### src/rtl/abc_serial_rx.sv
`default_nettype none
// +------------------------------------------------------------------------+
// | abc_serial_rx : UART-style receiver recovering {A,B,C} from one wire;   |
// | optional even parity via ABC_RX_PARITY_EN.          Rev 1.0             |
// +------------------------------------------------------------------------+
module abc_serial_rx #(
  parameter int CLKS_PER_BIT = 4
) (
  input  logic       clk,
  input  logic       rst,
  input  logic       rx_in,
  output logic [2:0] d_out,
  output logic       a_out,
  output logic       b_out,
  output logic       c_out,
  output logic       d_valid,
  output logic       frame_err
);

  localparam int HALF_BIT = CLKS_PER_BIT / 2;
  localparam int CW       = (CLKS_PER_BIT > 2) ? $clog2(CLKS_PER_BIT) : 1;

  localparam logic [CW-1:0] c_CNT_LAST = CW'(CLKS_PER_BIT - 1);
  localparam logic [CW-1:0] c_CNT_HALF = CW'(HALF_BIT - 1);
  localparam logic [CW-1:0] c_CNT_ONE  = CW'(1);

  typedef enum logic [2:0] {
    S_IDLE   = 3'd0,
    S_START  = 3'd1,
    S_DATA   = 3'd2,
`ifdef ABC_RX_PARITY_EN
    S_PARITY = 3'd3,
`endif
    S_STOP   = 3'd4
  } state_t;

  state_t          state_q;
  logic            rx_meta_q;
  logic            rx_s_q;
  logic [CW-1:0]   cnt_q;
  logic [1:0]      idx_q;
  logic [2:0]      shift_q;
  logic [2:0]      d_q;
  logic            valid_q;
  logic            err_q;
`ifdef ABC_RX_PARITY_EN
  logic            par_bad_q;
`endif

  always_ff @(posedge clk) begin
    if (rst) begin
      rx_meta_q <= 1'b1;
      rx_s_q    <= 1'b1;
      state_q   <= S_IDLE;
      cnt_q     <= '0;
      idx_q     <= '0;
      shift_q   <= '0;
      d_q       <= '0;
      valid_q   <= 1'b0;
      err_q     <= 1'b0;
`ifdef ABC_RX_PARITY_EN
      par_bad_q <= 1'b0;
`endif
    end else begin
      rx_meta_q <= rx_in;
      rx_s_q    <= rx_meta_q;
      valid_q   <= 1'b0;
      err_q     <= 1'b0;
      case (state_q)
        S_IDLE: begin
          if (!rx_s_q) begin
            state_q <= S_START;
            cnt_q   <= '0;
          end
        end
        S_START: begin
          // A start bit that is high again at mid-bit is a glitch, dropped silently.
          if (cnt_q == c_CNT_HALF) begin
            cnt_q   <= '0;
            idx_q   <= '0;
            state_q <= rx_s_q ? S_IDLE : S_DATA;
          end else begin
            cnt_q <= cnt_q + c_CNT_ONE;
          end
        end
        S_DATA: begin
          if (cnt_q == c_CNT_LAST) begin
            cnt_q                 <= '0;
            shift_q[2'd2 - idx_q] <= rx_s_q;
            idx_q                 <= idx_q + 2'd1;
            if (idx_q == 2'd2) begin
`ifdef ABC_RX_PARITY_EN
              state_q <= S_PARITY;
`else
              state_q <= S_STOP;
`endif
            end
          end else begin
            cnt_q <= cnt_q + c_CNT_ONE;
          end
        end
`ifdef ABC_RX_PARITY_EN
        S_PARITY: begin
          if (cnt_q == c_CNT_LAST) begin
            cnt_q     <= '0;
            par_bad_q <= ^{shift_q, rx_s_q};
            state_q   <= S_STOP;
          end else begin
            cnt_q <= cnt_q + c_CNT_ONE;
          end
        end
`endif
        S_STOP: begin
          if (cnt_q == c_CNT_LAST) begin
            cnt_q   <= '0;
            state_q <= S_IDLE;
`ifdef ABC_RX_PARITY_EN
            if (rx_s_q && !par_bad_q) begin
`else
            if (rx_s_q) begin
`endif
              d_q     <= shift_q;
              valid_q <= 1'b1;
            end else begin
              err_q <= 1'b1;
            end
          end else begin
            cnt_q <= cnt_q + c_CNT_ONE;
          end
        end
        default: state_q <= S_IDLE;
      endcase
    end
  end

  assign d_out     = d_q;
  assign a_out     = d_q[2];
  assign b_out     = d_q[1];
  assign c_out     = d_q[0];
  assign d_valid   = valid_q;
  assign frame_err = err_q;

endmodule
`default_nettype wire

### config.mk
export PLATFORM = sky130hd
export DESIGN_NAME = abc_serial_rx
export DESIGN_NICKNAME = d
export VERILOG_FILES = /design/src/rtl/abc_serial_rx.sv
export SDC_FILE = /design/constraint.sdc
export NUM_CORES = 1
export LEC_CHECK = 0
export CAP_MARGIN = 15
export CORE_MARGIN = 4
export CORE_UTILIZATION = 50
export DETAILED_ROUTE_END_ITERATION = 16
export PLACE_DENSITY_LB_ADDON = 0.3
export SYNTH_ARGS = -nofsm -noshare
export SYNTH_HDL_FRONTEND = slang
export SYNTH_SLANG_ARGS = --single-unit
### constraint.sdc
create_clock -name clk -period 2.2 [get_ports clk]
set_clock_uncertainty 0.2 [all_clocks]
set_input_delay 0.33 -clock clk [delete_from_list [all_inputs] [get_ports clk]]
set_output_delay 0.33 -clock clk [all_outputs]
set_load 0.01 [all_outputs]
==> impl_metrics.ini, run 1 <==
[pwr]
p_seq_frac = 0.614
p_switching_mw = 0.122
ir_worst_vdd_mv = 0.359
power_frac_comb = 0.063
power.leakage_nw = 0.339
p_sw_frac = 0.234
p_per_area_nw_per_um2 = 509
clockPowerShare = 0.323
p_int_mw = 0.397

[grt]
grt.total_usage = 0.140
met1_usage = 0.166
grt.met2_usage = 0.226
antenna_found_initial = 0
grt_pass1_wl_mm = 2.70
first_global_vias = 639
grt_overflow = 0
grt_start_max_net_pins = 21
grt.busiest_layer = met2
met3_usage = 0.0326

[placed_design]
placed_area_sq_um = 991
portBuffers = 10
finalWeightedCongestion = 0.710
post-dp-hpwl_mm = 1.08

[sta]
min_period_over_period = 0.813
max_freq_mhz = 559
min_period_ns = 1.79
relSlewSlack = 0.630
rsz0062_at_grt = no
worst_pin_slew_ns = 0.554
drv_slew = 0
final-setup-viol-count = 0
fin_setup_tns_ns = 0
finalHoldViolCount = 0

[setup_path]
critPathKind = reg -> reg
crit_buf_inv = 0
r2r_slack_ns = 0.41
reg2reg_depth = 3
crit_path_start = state_q[1]$_SDFFE_PP0P_
cp_cell_sequence = nor3b_1 -> a31o_2 -> a21oi_1
critPathTopFamily = flip-flops
r2r_start = state_q[1]$_SDFFE_PP0P_
cp.arrival_ns = 1.77
required_ns = 2.18
worstSetupEndpoint = shift_q[0]$_SDFFE_PP0P_
end_kind = flip-flop
regToRegEndpoint = shift_q[0]$_SDFFE_PP0P_
slowest_stage = dfxtp_1
path_max_fanout = 17
max_stage_delay_ns = 0.65
crit_cells = 3
cp-start-kind = flip-flop

[synthesis]
avgSynthCellArea_sq_um = 9.12
netlist_instances = 99
synth.distinct_cells = 31
yosysSeqAreaShare = 0.377
yosys_warnings = 0
synth_simple_gate_area_frac = 0.302
netlist_top_cells_area = dfxtp_1 38%, ha_1 8.3%, nor4b_1 4.8%
muxShareOfSynthArea = 0.0568
synth_compound_area_frac = 0.0886
yosysTopAreaCellShare = 0.377
synth_top_family_by_area = simple AND/OR/NAND/NOR gates
syn_area_sq_um = 903
synthesis.nets = 108
synth_xor_area_frac = 0
ys_ff_latch = 17
yosys.area.top_type = dfxtp_1
synth_fa_ha_area_frac = 0.0942

[clock_tree]
cts_buffers = 3
clkSlewWorstSetupHoldPaths_ns = 0.11
post_cts_buffers = 0
cts.hold.buffers_added = 0
clk_path_buf_depth = 2
insertion_delay_ns = 0.29
cts_tree = yes
cts_resized = 0
clkSinkCount = 17
root_buffer = clkbuf_4
h-tree-depth = 1

[cells_and_area]
drive_above_1_share = 0.124
diodes = 0
final_cell_mix = 17 x dfxtp_1, 10 x clkdlybuf4s50_1, 7 x a21oi_1
nets = 115
fill_cells = 167
final_common_cell = dfxtp_1
area.growth.synth_to_final_pct = 12.7
design_area_sq_um = 1020

[drt]
drt_iter0_drc = 5
vias = 711
vias_per_cell = 5.47
ant_nets = 0
wl_mm = 1.61
drc_errors = 0
dr.pass1.iters = 5
wl_per_cell_um = 12.3

[floorplan]
start_util = 0.523
core_area_sq_um = 1730
rows = 15
fp.dieH_um = 50.5
die-width_um = 50.5
die_area_sq_um = 2550
pin_count = 11

[worst_hold_path]
hold_path.class = reg -> reg

[outcome]
status = finished, final reports clean

[flow_run]
maxCapViolCount = 0
metal layers:
metal | wire [um] | share of wire | up-vias
li1 | - | - | 362
met1 | 777 | 0.48 | 334
met2 | 748 | 0.47 | 13
met3 | 62 | 0.039 | 2
met4 | 17 | 0.011 | 0
met5 | 0 | 0 | -
power by group through the flow:
stage / clock network (mW) / registers (mW) / logic [mW]
after floorplan: 0 / 0.322 / 0.0265
after global placement: 0 / 0.325 / 0.0319
after detailed placement: 0 / 0.325 / 0.0322
after CTS: 0.175 / 0.318 / 0.0325
after global routing: 0.190 / 0.320 / 0.0355
final: 0.168 / 0.318 / 0.0325
final cells by class:
cell class	count	area, sq um	area share
Tap cell	25	31.3	0.0307
Sequential cell	17	340	0.334
Clock buffer	3	22.5	0.0221
Multi-Input combinational cell	67	489	0.480
Clock inverter	1	5.00	0.00491
Inverter	6	22.5	0.0221
Timing Repair Buffer	11	108	0.106
how the worst min path moves through the flow:
stage	end	slack, ns	from	depth (start not counted)
2_1_floorplan	rx_s_q$_SDFF_PP1_	0.19	rx_meta_q$_SDFF_PP1_	1
3_3_place_gp	rx_s_q$_SDFF_PP1_	0.20	rx_meta_q$_SDFF_PP1_	1
3_5_place_dp	rx_s_q$_SDFF_PP1_	0.21	rx_meta_q$_SDFF_PP1_	1
4_1_cts	rx_s_q$_SDFF_PP1_	0.24	rx_meta_q$_SDFF_PP1_	1
5_1_grt	rx_s_q$_SDFF_PP1_	0.24	rx_meta_q$_SDFF_PP1_	1
6_report	rx_s_q$_SDFF_PP1_	0.23	rx_meta_q$_SDFF_PP1_	1
worst reg2reg max path, cell delays in order, from the launching register on:
cell and delay (ns):
dfxtp_1 0.65, nor3b_1 0.54, a31o_2 0.23, a21oi_1 0.06
synth_stat cells (all sizes together):
library cell,count
ha,6
or4,1
buf,6
nor3b,2
maj3,1
dfxtp,17
mux2,1
or3b,1
a21oi,7
nor4,2
clkbuf,3
and4bb,1
nand2,6
nor4b,5
nand3b,3
nor2,2
a211oi,2
nor4bb,1
inv,6
a31o,1
nand2b,5
nor3,2
o21ai,3
nand4,4
or3,3
o22ai,1
or2b,1
mux2i,4
or2,2
kinds of logic (layout without fill, tap and decap cells):
kind of cell	Yosys count	after routing
AO/OA/AOI/OAI	14	14
flip-flops	17	17
buffers and inverters	15	21
adder cells (fa/ha/maj)	7	7
multiplexers	5	5
AND/OR/NAND/NOR	41	41
metrics by stage:
stage          cells  power (mW)  worst slack (ns)  hold WS (ns)  utilization
2_1_floorplan     99       0.349             0.595         0.189            -
3_3_place_gp     126       0.357             0.521         0.197        0.574
3_5_place_dp     126       0.357             0.482         0.209        0.574
4_1_cts          130       0.526             0.442         0.237        0.590
5_1_grt          130       0.545             0.306         0.244        0.590
6_report         130       0.519             0.411         0.232        0.590
sequential cells by signal, summed over array words and instances (netlist names):
signal     cells
state_q        3
rx_meta_q      1
shift_q        3
frame_err      1
cnt_q          2
d_valid        1
rx_s_q         1
idx_q          2
d_out          3
Note: power is estimated with default switching activity, not from simulation.
==> run 2: changes to the inputs <==
Clock period 2.2 ns to 1.68 ns, I/O delays scaled along.
==> impl_metrics.ini, run 2 (synthesis results as in run 1) <==
[outcome]
status = finished, final reports clean

[clock_tree]
cts_buffers = 3
insertion_delay_ns = 0.28
cts.hold.buffers_added = 0
root_buffer = clkbuf_4
post_cts_buffers = 0
h-tree-depth = 1
clkSinkCount = 17
cts_tree = yes
clkSlewWorstSetupHoldPaths_ns = 0.10
clk_path_buf_depth = 2

[setup_path]
reg2reg_depth = 3
cp.arrival_ns = 1.17
crit_buf_inv = 1
slowest_stage = clkdlybuf4s50_1
crit_path_start = d_out[1]$_SDFFE_PP0P_
r2r_slack_ns = 0.12
cp_cell_sequence = clkdlybuf4s50_1
required_ns = 1.23
r2r_start = state_q[0]$_SDFFE_PP0P_
crit_cells = 1
cp-start-kind = flip-flop
path_max_fanout = 3
regToRegEndpoint = d_out[0]$_SDFFE_PP0P_
critPathKind = reg -> out
max_stage_delay_ns = 0.54
end_kind = output pin
critPathTopFamily = buffers and inverters

[cells_and_area]
design_area_sq_um = 1070
fill_cells = 165
ff_latch_area_sq_um = 342
nets = 121
final_cell_mix = 16 x dfxtp_1, 7 x a21oi_1, 7 x clkdlybuf4s50_1, 7 x buf_4
area.growth.synth_to_final_pct = 18.8
multi_input_area_sq_um = 492
diodes = 0
drive_above_1_share = 0.180
final_common_cell = dfxtp_1

[sta]
fin_setup_tns_ns = 0
min_period_ns = 1.63
rsz0062_at_grt = no
min_period_over_period = 0.968
final-setup-viol-count = 0
relSlewSlack = 0.763
max_freq_mhz = 615
worst_pin_slew_ns = 0.355
finalHoldViolCount = 0
drv_slew = 0

[drt]
ant_nets = 0
vias = 706
drt_iter0_drc = 8
dr.pass1.iters = 4
vias_per_cell = 5.19
drc_errors = 0
wl_mm = 1.62
wl_per_cell_um = 11.9

[pwr]
p_per_area_nw_per_um2 = 630
total_power_mw = 0.676
ir_worst_vdd_mv = 0.441
power.leakage_nw = 0.421

[floorplan]
core_area_sq_um = 1730
fp.dieH_um = 50.5
die-width_um = 50.5
die_area_sq_um = 2550
start_util = 0.523
pin_count = 11
rows = 15

[grt]
grt_start_max_net_pins = 21
met1_usage = 0.192
first_global_vias = 651
grt_overflow = 0
grt.met2_usage = 0.224
antenna_found_initial = 0
met3_usage = 0.0267
grt_pass1_wl_mm = 2.82
grt.busiest_layer = met2
grt.total_usage = 0.146

[worst_hold_path]
hold_start = rx_meta_q$_SDFF_PP1_
hold_path_end = rx_s_q$_SDFF_PP1_
hold_depth = 1
hold_path.class = reg -> reg

[placed_design]
finalWeightedCongestion = 0.729
placed_area_sq_um = 1040
portBuffers = 10
post-dp-hpwl_mm = 1.17

[flow_run]
maxCapViolCount = 0
-- run 2: changes by cell type in the layout (fill, tap and decap cells not counted), sizes merged --
cell           delta
clkbuf            +1
buf               +6
clkinv            -1
clkdlybuf4s50     -3
dlymetal6s2s      +3
-- run 2: metrics by stage --
stage	std cells	worst slack, ns	utilization	hold slack, ns
CTS	136	0.00855	0.615	0.218
floorplan	99	0.0748	-	0.156
global route	136	0.000439	0.622	0.235
global placement	132	0.109	0.600	0.192
finish	136	0.0541	0.622	0.216
detailed placement	132	0.0981	0.600	0.194
-- run 2: how the worst max path moves through the flow --
stage,slack [ns],endpoint
after floorplan,0.07,idx_q[0]$_SDFFE_PP0P_
after global routing,0.0004,c_out
final,0.05,d_out[1]
after global placement,0.11,frame_err$_SDFF_PP0_
after CTS,0.009,d_out[2]
after detailed placement,0.1,d_out[0]$_SDFFE_PP0P_
-- run 2: layout make-up --
type / instances / share of cell area
inverters: 6 / 0.0210
flip-flops and latches: 17 / 0.318
clock buffers: 4 / 0.0245
repair buffers: 17 / 0.149
well taps: 25 / 0.0291
multi-input cells: 67 / 0.458
-- run 2: power by group --
| part | switching [mW] | internal (mW) |
|---|---|---|
| logic | 0.0213 | 0.0261 |
| registers | 0.00681 | 0.408 |
| clock network | 0.121 | 0.0921 |
| total | 0.149 | 0.526 |
-- run 2: metal layers --
metal / vias up / part of all wire
met5: - / 0
met4: 0 / 0.011
met3: 2 / 0.025
met2: 7 / 0.47
met1: 324 / 0.49
li1: 373 / -
-- run 2: what timing repair did --
item,in CTS,in global routing
gates resized for setup,0,5
endpoints found under the setup margin,0,8
endpoints found under the hold margin,0,0
==> run 3: changes to the inputs <==
Settings changed: DONT_BUFFER_PORTS set to 1.
==> impl_metrics.ini, run 3 (synthesis results as in run 1) <==
[floorplan]
die-width_um = 50.5
core_area_sq_um = 1730
fp.dieH_um = 50.5
die_area_sq_um = 2550
pin_count = 11
start_util = 0.523
rows = 15

[sta]
max_freq_mhz = 619
drv_slew = 0
final-setup-viol-count = 0
finalHoldViolCount = 0
rsz0062_at_grt = no
relSlewSlack = 0.613
worst_pin_slew_ns = 0.580
fin_setup_tns_ns = 0
min_period_ns = 1.62
min_period_over_period = 0.962

[setup_path]
cp.arrival_ns = 1.59
critPathKind = in -> reg
required_ns = 1.65
end_kind = flip-flop
path_max_fanout = 1
cp-start-kind = input port

[cells_and_area]
nets = 116
final_common_cell = dfxtp_1
area.growth.synth_to_final_pct = 12.9
design_area_sq_um = 1020
post-route-util = 0.591
final_cell_mix = 15 x dfxtp_1, 7 x a21oi_1, 7 x buf_4, 6 x inv_1, 6 x nand2_1
stdcell_count = 131
drive_above_1_share = 0.198
diodes = 0

[drt]
wl_met1_um = 796
wl_met3_um = 81
route.met2.wl_um = 779
drt_iter0_drc = 13
ant_nets = 0
wl_per_cell_um = 12.8
wl_mm = 1.68
drc_errors = 0
vias_per_cell = 5.47
vias = 717
dr.pass1.iters = 4
route.top_layer_used = met4

[grt]
grt.total_usage = 0.156
grt_start_max_net_pins = 19
grt_pass1_wl_mm = 2.98
grt_overflow = 0
first_global_vias = 687
antenna_found_initial = 0

[pwr]
p_per_area_nw_per_um2 = 664
total_power_mw = 0.677
power.leakage_nw = 0.356
ir_worst_vdd_mv = 0.582

[clock_tree]
root_buffer = clkbuf_4
h-tree-depth = 1
cts_tree = yes
clk_path_buf_depth = 2
clkSlewWorstSetupHoldPaths_ns = 0.10
insertion_delay_ns = 0.29
clkSinkCount = 17
cts_buffers = 3

[outcome]
status = finished, final reports clean

[placed_design]
place_inst = 122
finalWeightedCongestion = 0.735
portBuffers = 0
post-dp-hpwl_mm = 1.14
placed_area_sq_um = 936

[worst_hold_path]
hold_path.class = reg -> reg

[flow_run]
maxCapViolCount = 0
run 3: cell type report:
class,instances,area (sq um)
fillers,157,707
well taps,25,31.3
multi-input cells,67,492
flip-flops and latches,17,343
clock buffers,4,26.3
inverters,6,22.5
repair buffers,12,105
run 3: power breakdown:
part / switching [mW] / total (mW) / internal (mW)
combinational: 0.0228 / 0.0512 / 0.0284
clock: 0.120 / 0.212 / 0.0922
sequential: 0.00557 / 0.414 / 0.408
run 3: path summary, 6_finish.rpt:
check                     startpoint                    end  slack [ns]  depth (start not counted)
max                            rx_in   rx_meta_q$_SDFF_PP1_        0.06                          3
min          shift_q[2]$_SDFFE_PP0P_  d_out[2]$_SDFFE_PP0P_        0.28                          2
max reg2reg  state_q[1]$_SDFFE_PP0P_  cnt_q[0]$_SDFFE_PP0P_        0.12                          4
min reg2reg  shift_q[2]$_SDFFE_PP0P_  d_out[2]$_SDFFE_PP0P_        0.28                          2
run 3: metrics by stage:
stage / hold slack (ns) / setup WS (ns)
CTS: 0.285 / 0.000838
floorplan: 0.156 / 0.0748
detailed placement: 0.127 / 0.0943
finish: 0.282 / 0.0638
global placement: 0.125 / 0.110
global route: 0.310 / 0.0271
run 3: critical path, cell delays in order:
cell and delay [ns]:
dlygate4sd3_1 0.53, or2_2 0.26, dlygate4sd3_1 0.55
run 3: layer usage:
layer | global-route usage | vias up
met5 | 0 | -
met4 | 0.0538 | 0
met3 | 0.0534 | 2
met2 | 0.259 | 13
met1 | 0.186 | 337
li1 | - | 365
run 3: timing repair:
item | in CTS | in global routing
hold endpoints to repair | 17 | 0
gates resized for setup | 0 | 4
setup buffers | 0 | 0
hold buffers | 5 | 0
setup endpoints to repair | 0 | 6
